`src/rtl/alu4_seq_ctrl_if.sv`:
```
// Board-side bundle for the ALU push-button sequencer: raw buttons, switches,
// ALU operand/result buses, captured result/flags and status.
interface alu4_seq_ctrl_if;
    logic       push1;
    logic       push2;
    logic       push3;
    logic [3:0] no;
    logic [3:0] op_a;
    logic [3:0] op_b;
    logic [3:0] opcode;
    logic       alu_go;
    logic [3:0] alu_res;
    logic       alu_cout;
    logic [3:0] res;
    logic       cf;
    logic       zf;
    logic       sf;
    logic       valid;
    logic       seq_err;
    logic [2:0] state;

    modport master (
        output push1, push2, push3, no, alu_res, alu_cout,
        input  op_a, op_b, opcode, alu_go, res, cf, zf, sf, valid, seq_err, state
    );

    modport slave (
        input  push1, push2, push3, no, alu_res, alu_cout,
        output op_a, op_b, opcode, alu_go, res, cf, zf, sf, valid, seq_err, state
    );
endinterface

```
`src/rtl/alu4_seq_ctrl.sv`:
```
// Push-button sequencer for alu4: debounces three buttons, loads A/B/opcode, strobes the ALU
// and captures result plus cf/zf/sf. Define ALU_SEQ_ACCUM_EN for accumulator (chained) mode.
module alu4_seq_ctrl #(
    parameter int unsigned DEB_CYCLES = 500000,
    parameter int unsigned DEB_W      = 20
) (
    input logic            clk,
    input logic            reset,
    alu4_seq_ctrl_if.slave bus
);

    localparam logic [DEB_W-1:0] CntMax = DEB_W'(DEB_CYCLES - 1);
    localparam logic [DEB_W-1:0] CntArm = DEB_W'(DEB_CYCLES - 2);

    typedef enum logic [2:0] {
        StIdle = 3'd0,
        StGotA = 3'd1,
        StGotB = 3'd2,
        StExec = 3'd3,
        StCapt = 3'd4,
        StDone = 3'd5
    } state_e;

    // Button conditioning
    logic [2:0]       raw;
    logic [2:0]       sync1_q;
    logic [2:0]       sync2_q;
    logic [2:0]       press_q;
    logic [DEB_W-1:0] cnt_q [3];

    assign raw = {bus.push3, bus.push2, bus.push1};

    // Counter saturates at CntMax so a held button yields exactly one pulse.
    always_ff @(posedge clk) begin
        if (reset) begin
            sync1_q <= '0;
            sync2_q <= '0;
            press_q <= '0;
            for (int i = 0; i < 3; i++) begin
                cnt_q[i] <= '0;
            end
        end else begin
            sync1_q <= raw;
            sync2_q <= sync1_q;
            for (int i = 0; i < 3; i++) begin
                if (!sync2_q[i]) begin
                    cnt_q[i] <= '0;
                end else if (cnt_q[i] != CntMax) begin
                    cnt_q[i] <= cnt_q[i] + 1'b1;
                end
                press_q[i] <= sync2_q[i] && (cnt_q[i] == CntArm);
            end
        end
    end

    // Sequencer
    state_e     state_q, state_d;
    logic [3:0] op_a_q, op_a_d;
    logic [3:0] op_b_q, op_b_d;
    logic [3:0] opcode_q, opcode_d;
    logic [3:0] res_q, res_d;
    logic       cf_q, cf_d;
    logic       zf_q, zf_d;
    logic       sf_q, sf_d;
    logic       valid_q, valid_d;
    logic       seq_err_q, seq_err_d;
    logic       p1, p2, p3;
    logic       l1, l2, l3;

    assign p1 = press_q[0];
    assign p2 = press_q[1];
    assign p3 = press_q[2];

    // Legal presses per state; priority among them is p3 > p2 > p1.
    assign l1 = p1 && (state_q inside {StIdle, StGotA, StGotB, StDone});
`ifdef ALU_SEQ_ACCUM_EN
    assign l2 = p2 && (state_q inside {StGotA, StDone});
`else
    assign l2 = p2 && (state_q == StGotA);
`endif
    assign l3 = p3 && (state_q == StGotB);

    always_comb begin
        state_d   = state_q;
        op_a_d    = op_a_q;
        op_b_d    = op_b_q;
        opcode_d  = opcode_q;
        res_d     = res_q;
        cf_d      = cf_q;
        zf_d      = zf_q;
        sf_d      = sf_q;
        valid_d   = valid_q;
        seq_err_d = (p1 || p2 || p3) && !(l1 || l2 || l3);

        case (state_q)
            StIdle, StGotA, StGotB, StDone: begin
                if (l3) begin
                    opcode_d = bus.no;
                    state_d  = StExec;
                end else if (l2) begin
                    op_b_d  = bus.no;
                    state_d = StGotB;
                end else if (l1) begin
                    op_a_d  = bus.no;
                    valid_d = 1'b0;
                    state_d = StGotA;
                end
            end
            StExec: begin
                state_d = StCapt;
            end
            StCapt: begin
                res_d   = bus.alu_res;
                cf_d    = bus.alu_cout;
                zf_d    = (bus.alu_res == 4'd0);
                sf_d    = bus.alu_res[3];
                valid_d = 1'b1;
`ifdef ALU_SEQ_ACCUM_EN
                op_a_d  = bus.alu_res;
`endif
                state_d = StDone;
            end
            default: begin
                state_d = StIdle;
            end
        endcase
    end

    always_ff @(posedge clk) begin
        if (reset) begin
            state_q   <= StIdle;
            op_a_q    <= '0;
            op_b_q    <= '0;
            opcode_q  <= '0;
            res_q     <= '0;
            cf_q      <= 1'b0;
            zf_q      <= 1'b0;
            sf_q      <= 1'b0;
            valid_q   <= 1'b0;
            seq_err_q <= 1'b0;
        end else begin
            state_q   <= state_d;
            op_a_q    <= op_a_d;
            op_b_q    <= op_b_d;
            opcode_q  <= opcode_d;
            res_q     <= res_d;
            cf_q      <= cf_d;
            zf_q      <= zf_d;
            sf_q      <= sf_d;
            valid_q   <= valid_d;
            seq_err_q <= seq_err_d;
        end
    end

    assign bus.op_a    = op_a_q;
    assign bus.op_b    = op_b_q;
    assign bus.opcode  = opcode_q;
    assign bus.alu_go  = (state_q == StExec);
    assign bus.res     = res_q;
    assign bus.cf      = cf_q;
    assign bus.zf      = zf_q;
    assign bus.sf      = sf_q;
    assign bus.valid   = valid_q;
    assign bus.seq_err = seq_err_q;
    assign bus.state   = state_q;

endmodule

```
`src/flat_wrapper.sv`:
```
// flat-port wrapper written by rule: the top's interface ports become plain ports
module alu4_seq_ctrl_flat 
#(
    parameter int unsigned DEB_CYCLES = 500000,
    parameter int unsigned DEB_W      = 20
)
  (clk, reset, bus_push1, bus_push2, bus_push3, bus_no, bus_alu_res, bus_alu_cout, bus_op_a, bus_op_b, bus_opcode, bus_alu_go, bus_res, bus_cf, bus_zf, bus_sf, bus_valid, bus_seq_err, bus_state);
  alu4_seq_ctrl_if bus_i ();
  input logic clk;
  input logic reset;
  input wire logic [$bits(bus_i.push1)-1:0] bus_push1;
  input wire logic [$bits(bus_i.push2)-1:0] bus_push2;
  input wire logic [$bits(bus_i.push3)-1:0] bus_push3;
  input wire logic [$bits(bus_i.no)-1:0] bus_no;
  input wire logic [$bits(bus_i.alu_res)-1:0] bus_alu_res;
  input wire logic [$bits(bus_i.alu_cout)-1:0] bus_alu_cout;
  output wire logic [$bits(bus_i.op_a)-1:0] bus_op_a;
  output wire logic [$bits(bus_i.op_b)-1:0] bus_op_b;
  output wire logic [$bits(bus_i.opcode)-1:0] bus_opcode;
  output wire logic [$bits(bus_i.alu_go)-1:0] bus_alu_go;
  output wire logic [$bits(bus_i.res)-1:0] bus_res;
  output wire logic [$bits(bus_i.cf)-1:0] bus_cf;
  output wire logic [$bits(bus_i.zf)-1:0] bus_zf;
  output wire logic [$bits(bus_i.sf)-1:0] bus_sf;
  output wire logic [$bits(bus_i.valid)-1:0] bus_valid;
  output wire logic [$bits(bus_i.seq_err)-1:0] bus_seq_err;
  output wire logic [$bits(bus_i.state)-1:0] bus_state;
  assign bus_i.push1 = bus_push1;
  assign bus_i.push2 = bus_push2;
  assign bus_i.push3 = bus_push3;
  assign bus_i.no = bus_no;
  assign bus_i.alu_res = bus_alu_res;
  assign bus_i.alu_cout = bus_alu_cout;
  assign bus_op_a = bus_i.op_a;
  assign bus_op_b = bus_i.op_b;
  assign bus_opcode = bus_i.opcode;
  assign bus_alu_go = bus_i.alu_go;
  assign bus_res = bus_i.res;
  assign bus_cf = bus_i.cf;
  assign bus_zf = bus_i.zf;
  assign bus_sf = bus_i.sf;
  assign bus_valid = bus_i.valid;
  assign bus_seq_err = bus_i.seq_err;
  assign bus_state = bus_i.state;
  alu4_seq_ctrl #(.DEB_CYCLES(DEB_CYCLES), .DEB_W(DEB_W)) u_core (.clk(clk), .reset(reset), .bus(bus_i));
endmodule
```
`config.mk`:
```
export PLATFORM = sky130hd
export DESIGN_NAME = alu4_seq_ctrl_flat
export DESIGN_NICKNAME = d
export VERILOG_FILES = /design/src/rtl/alu4_seq_ctrl_if.sv /design/src/rtl/alu4_seq_ctrl.sv /design/src/flat_wrapper.sv
export SDC_FILE = /design/constraint.sdc
export NUM_CORES = 1
export LEC_CHECK = 0
export BUFFER_PORTS_ARGS = -buffer_cell sky130_fd_sc_hd__buf_2
export CAP_MARGIN = 20
export CORE_ASPECT_RATIO = 0.6
export CORE_UTILIZATION = 40
export CTS_BUF_LIST = sky130_fd_sc_hd__clkbuf_8 sky130_fd_sc_hd__clkbuf_16
export DETAILED_ROUTE_END_ITERATION = 16
export GPL_TIMING_DRIVEN = 0
export PLACE_DENSITY_LB_ADDON = 0.2
export SYNTH_ARGS = -nofsm -noshare
export SYNTH_HDL_FRONTEND = slang
export SYNTH_SLANG_ARGS = --single-unit
```
`constraint.sdc`:
```
create_clock -name clk -period 7.5 [get_ports clk]
set_input_delay 1.5 -clock clk [delete_from_list [all_inputs] [get_ports clk]]
set_output_delay 1.5 -clock clk [all_outputs]
set_load 0.01 [all_outputs]
```
# Word level (Yosys, flattened, before mapping)
# Memory sizes are Yosys's and may differ from the RTL's.
# Cells that the tools add are included.
[totals]
reg_bits = 33
word_cells = 98
mem_bits_rw = 60
mem_count = 1
output_inout_bits = 25
[op_classes]
bitwise = 8
n_eq_ne = 15
n_reduce_logical = 21
add_sub_neg = 3
muxes = 37
[mem_list]
columns = ["memory", "words", "width", "read_ports", "rd_clocked_by_memory_dff", "write_ports", "line_no", "text"]
rows = [
  ["u_core.cnt_q", 3, 20, 3, 0, 3, "alu4_seq_ctrl.sv:29", "logic [DEB_W-1:0] cnt_q [3];"],
]
[ops]
columns = ["operator", "count"]
rows = [
  ["$mux 20", 6],
  ["$add 20x1->20 const B", 3],
  ["$eq 20x19->1 const B", 3],
  ["$ne 20x19->1 const B", 3],
  ["$mux 1", 26],
  ["$mux 3", 3],
  ["$pmux 3 s3", 1],
  ["$reduce_and 4->1", 2],
  ["$logic_and 1x1->1", 7],
  ["$eq 3x2->1 const B", 2],
  ["$eq 3x3->1 const B", 2],
  ["$or 1x1->1", 6],
  ["$logic_not 4->1", 1],
  ["$logic_or 1x1->1", 4],
  ["$ne 2x2->1 const B", 2],
  ["$ne 4x1->1 const B", 1],
  ["$reduce_bool 4->1", 1],
  ["$reduce_or 4->1", 1],
  ["$eq 3x1->1 const B", 1],
  ["$logic_not 3->1", 1],
  ["$reduce_and 3->1", 1],
  ["$ne 2x1->1 const B", 1],
  ["$not 1->1", 2],
  ["$pmux 1 s2", 1],
  ["3 further kinds", 3],
]

# Longest topological paths before layout
[depth]
ltp_word = 7
mapped_depth = 6
ltp_nobuf = 5

# Worst setup path after synthesis
# OpenSTA, ideal clock, no wires.
[synth_path]
path_kind = "input to register"
startpoint = "input reset"
endpoint = "memory u_core.cnt_q[2][0], enable pin"
required_ps = 7147
path_slack_ps = 4863
arrival_time_ps = 2284
setup_ps = 353
cell_stages = 2
path_cell_list = "nand2b_1 > or3_1"
[synth_lines]
columns = ["element", "line_no", "text"]
rows = [
  ["start: declaration", "flat_wrapper.sv:10", "input logic reset;"],
  ["end: declaration", "alu4_seq_ctrl.sv:29", ""],
]

# Worst setup path in the final report
[layout_path]
startpoint = "register u_core.state_q[1] (netlist: u_core.bus.state[1])"
endpoint = "output bus_alu_go"
[layout_between]
elab_chain_cells = 1
[layout_rtl]
columns = ["element", "line_no", "text"]
rows = [
  ["start: declaration", "alu4_seq_ctrl.sv:57", "state_e state_q, state_d;"],
  ["start signal: assignment", "alu4_seq_ctrl.sv:131", "state_q <= StIdle;"],
  ["start signal: assignment", "alu4_seq_ctrl.sv:142", "state_q <= state_d;"],
  ["$eq 3x2->1", "alu4_seq_ctrl.sv:158", "assign bus.alu_go = (state_q == StExec);"],
  ["end: declaration", "flat_wrapper.sv:20", "output wire logic [$bits(bus_i.alu_go)-1:0] bus_alu_go;"],
]
# No other way between the ends.

==> impl_metrics.toml <==
[power_and_ir_drop]
p_leak_uw = 0.001690
powerDensity_nw_per_um2 = 187.6
total_power_uw = 983.4
peakVddDrop_mv = 0.1112

[clocking]
cts_resized = 0
postCtsSetupBuffers = 0
cts_tree = "done"
holdBufCountCts = 0
clk_pin_slew_ns = 0.07
h-tree-depth = 3
cts_buffers = 9
clockBufferDepth = 2
cts_sinks = 92
insertion_delay_ns = 0.34
clock-root-buffer = "clkbuf_16"

[sta]
drv_slew = 0
worstMarginPinSlew_ns = 0.9030
fin_crit_sh_pct = 40.36
setup_tns_ns = 0
finalSetupViolations = 0
rsz0062_at_grt = "no"
fin_ws_ns = 4.473
hold_viol = 0
skew_ns = 0.009387
relSlewSlack_pct = 39.80
fmaxAchievable_mhz = 330.4
timing.final.crit_period_ns = 3.027

[layout]
final_cell_mix = "nor2_1 (64), edfxtp_1 (60), buf_2 (39), xnor2_1 (34), dfxtp_1 (32)"
regArea_um2 = 2442
stdcell_count = 646
antenna_cells = 0
fin_nets = 522
syn2layout_area_growth_pct = 14.04
layout_commonest_cell = "nor2_1"
fillers = 1004
drive_gt1_share_pct = 12.82
multi_input_area_um2 = 2029

[floorplan]
rows = 29
io_pins = 39
start_util_pct = 42.23
die_y_um = 85.04
die_w_um = 140.4
die_area_um2 = 11940
coreArea_um2 = 10890

[setup_path]
cp-end-kind = "output pin"
crit_start = "u_core.bus.state[1]$_SDFFE_PP0P_"
rr_startpoint = "u_core.cnt_q[0][10]$_SDFFCE_PN0P_"
crit_type = "reg2out"
crit_fanout = 10
critPathLaunchType = "flip-flop"
critical_path_required_ns = 6.00
slowest_stage = "dfxtp_1"
cpPeakStageDelay_ns = 0.46
arrival_ns = 1.53
crit_chain = "clkbuf_1, and3_1, buf_2"

[global_routing]
grt_pass1_vias = 3231
gr-usage-all-layers_pct = 17.49
overflow = 0
grt_pass1_wl_um = 16370
antenna_found_initial = 0
grt_max_degree = 21

[yosys]
netlist_area_um2 = 4597
synth_area_per_cell_um2 = 10.15
synth_warnings = 0
ys_ff_latch = 92
ys_types = 37
ys_seq_area_share_pct = 53.13
synthesis.instances = 453
syn_nets = 473

[routing]
vias_per_cell = 5.379
remaining_drc_errors = 0
dr.pass1.iters = 4
drt_first_iter_violations = 209
vias = 3475
wirelength_um = 9552
final_antenna_net_count = 0
wl_per_cell_um = 14.79

[placed_design]
gp_congestion = 0.7855
preCtsSetupSlack_ns = 4.474
place_hpwl_um = 6792
numPlacedInstances = 630
port_buffers = 38

[worst_hold_path]
hold_path.startpoint = "u_core.sync1_q[1]$_SDFF_PP0_"
hp-class = "reg2reg"

[status]
status = "completed"

[run]
drv_cap = 0
-- power by group --
part / switching, µW / internal [µW] / total [µW]
Combinational: 8.89 / 5.58 / 14.5
Sequential: 0.956 / 535 / 536
Clock: 203 / 230 / 433
-- metrics by stage --
step	hold slack (ns)	instance area, µm²	util, %
3_3_place_gp	0.4205	4961	45.57
2_1_floorplan	0.4138	4597	-
4_1_cts	0.4387	5243	48.16
3_5_place_dp	0.4204	4961	45.57
6_report	0.4363	5243	48.16
5_1_grt	0.4596	5243	48.16
-- routing by layer --
layer / part of all wire, % / vias up / GRT usage [%] / wire length, µm
met3: 5.6 / 9 / 5.474 / 533
met5: 0 / - / 0 / 0
met4: 0.79 / 0 / 4.496 / 75
met2: 38 / 86 / 22.73 / 3598
met1: 56 / 1623 / 27.30 / 5344
li1: - / 1757 / - / -
-- kinds of logic (layout without fill, tap and decap cells) --
| group | after synthesis | count (layout) | share of synthesized area, % |
|---|---|---|---|
| XOR/XNOR | 38 | 38 | 7.240 |
| AO/OA/AOI/OAI | 62 | 62 | 7.812 |
| flip-flops | 92 | 92 | 53.13 |
| adder cells (fa/ha/maj) | 6 | 6 | 1.633 |
| AND/OR/NAND/NOR | 216 | 216 | 25.07 |
| buffers and inverters | 28 | 82 | 2.722 |
| multiplexers | 11 | 11 | 2.395 |
-- critical path: cells and delay by family (launching register included) --
| kind | cells | cell delay, ns |
|---|---|---|
| flops | 1 | 0.46 |
| buf+inv | 2 | 0.50 |
| simple gates | 1 | 0.24 |
-- final timing paths --
kind                            cells after the start                                 to  slack [ns]
worst max-delay path                                3                         bus_alu_go        4.47
worst min-delay path                                1       u_core.sync2_q[1]$_SDFF_PP0_        0.44
worst max register to register                      3  u_core.cnt_q[0][14]$_SDFFCE_PN0P_        4.80
worst min register to register                      1       u_core.sync2_q[1]$_SDFF_PP0_        0.44
-- synthesized netlist by cell type --
cell type	number	share of area, %
clkbuf_1	11	0.90
a2111oi_0	1	0.19
edfxtp_1	60	39
dfxtp_1	32	14
o21ai_1	1	0.11
or4_4	2	0.49
and3_1	4	0.54
o21a_1	1	0.16
o21ai_0	21	2.3
or3_1	9	1.2
nand4bb_1	2	0.49
nand4_1	11	1.5
nand2b_1	5	0.68
or4_1	10	1.6
nand3_2	3	0.65
and2_1	1	0.14
o21bai_4	2	0.82
nor4b_1	5	0.95
buf_6	2	0.49
mux2i_1	11	2.4
o31ai_1	6	0.98
xor2_1	4	0.76
nor2b_1	10	1.4
nor3_1	19	2.1
or4bb_1	1	0.24
a21oi_1	30	3.3
buf_2	1	0.11
nand3_1	23	2.5
nor4_1	14	1.9
buf_4	1	0.16
ha_1	6	1.6
inv_1	13	1.1
or4b_1	4	0.87
nand2_1	27	2.2
nor2_1	64	5.2
xnor2_1	34	6.5
and4_1	2	0.38
-- final cells by class --
| cell class | count | share of cell area, % |
|---|---|---|
| Buffer | 15 | 1.456 |
| Clock buffer | 9 | 4.296 |
| Clock inverter | 7 | 1.074 |
| Inverter | 13 | 0.9308 |
| Multi-Input combinational cell | 333 | 38.71 |
| Sequential cell | 92 | 46.59 |
| Tap cell | 139 | 3.317 |
| Timing Repair Buffer | 38 | 3.628 |
-- flip-flops by register name, summed over array words and instances (netlist names) --
name,count
u_core.bus.opcode,4
u_core.sync2_q,3
u_core.bus.zf,1
u_core.bus.sf,1
u_core.bus.op_a,4
u_core.cnt_q,60
u_core.bus.op_b,4
u_core.press_q,3
u_core.bus.state,3
u_core.bus.res,3
u_core.sync1_q,3
u_core.bus.seq_err,1
u_core.bus.cf,1
u_core.bus.valid,1
No activity file was read; power rests on OpenSTA's default activity.
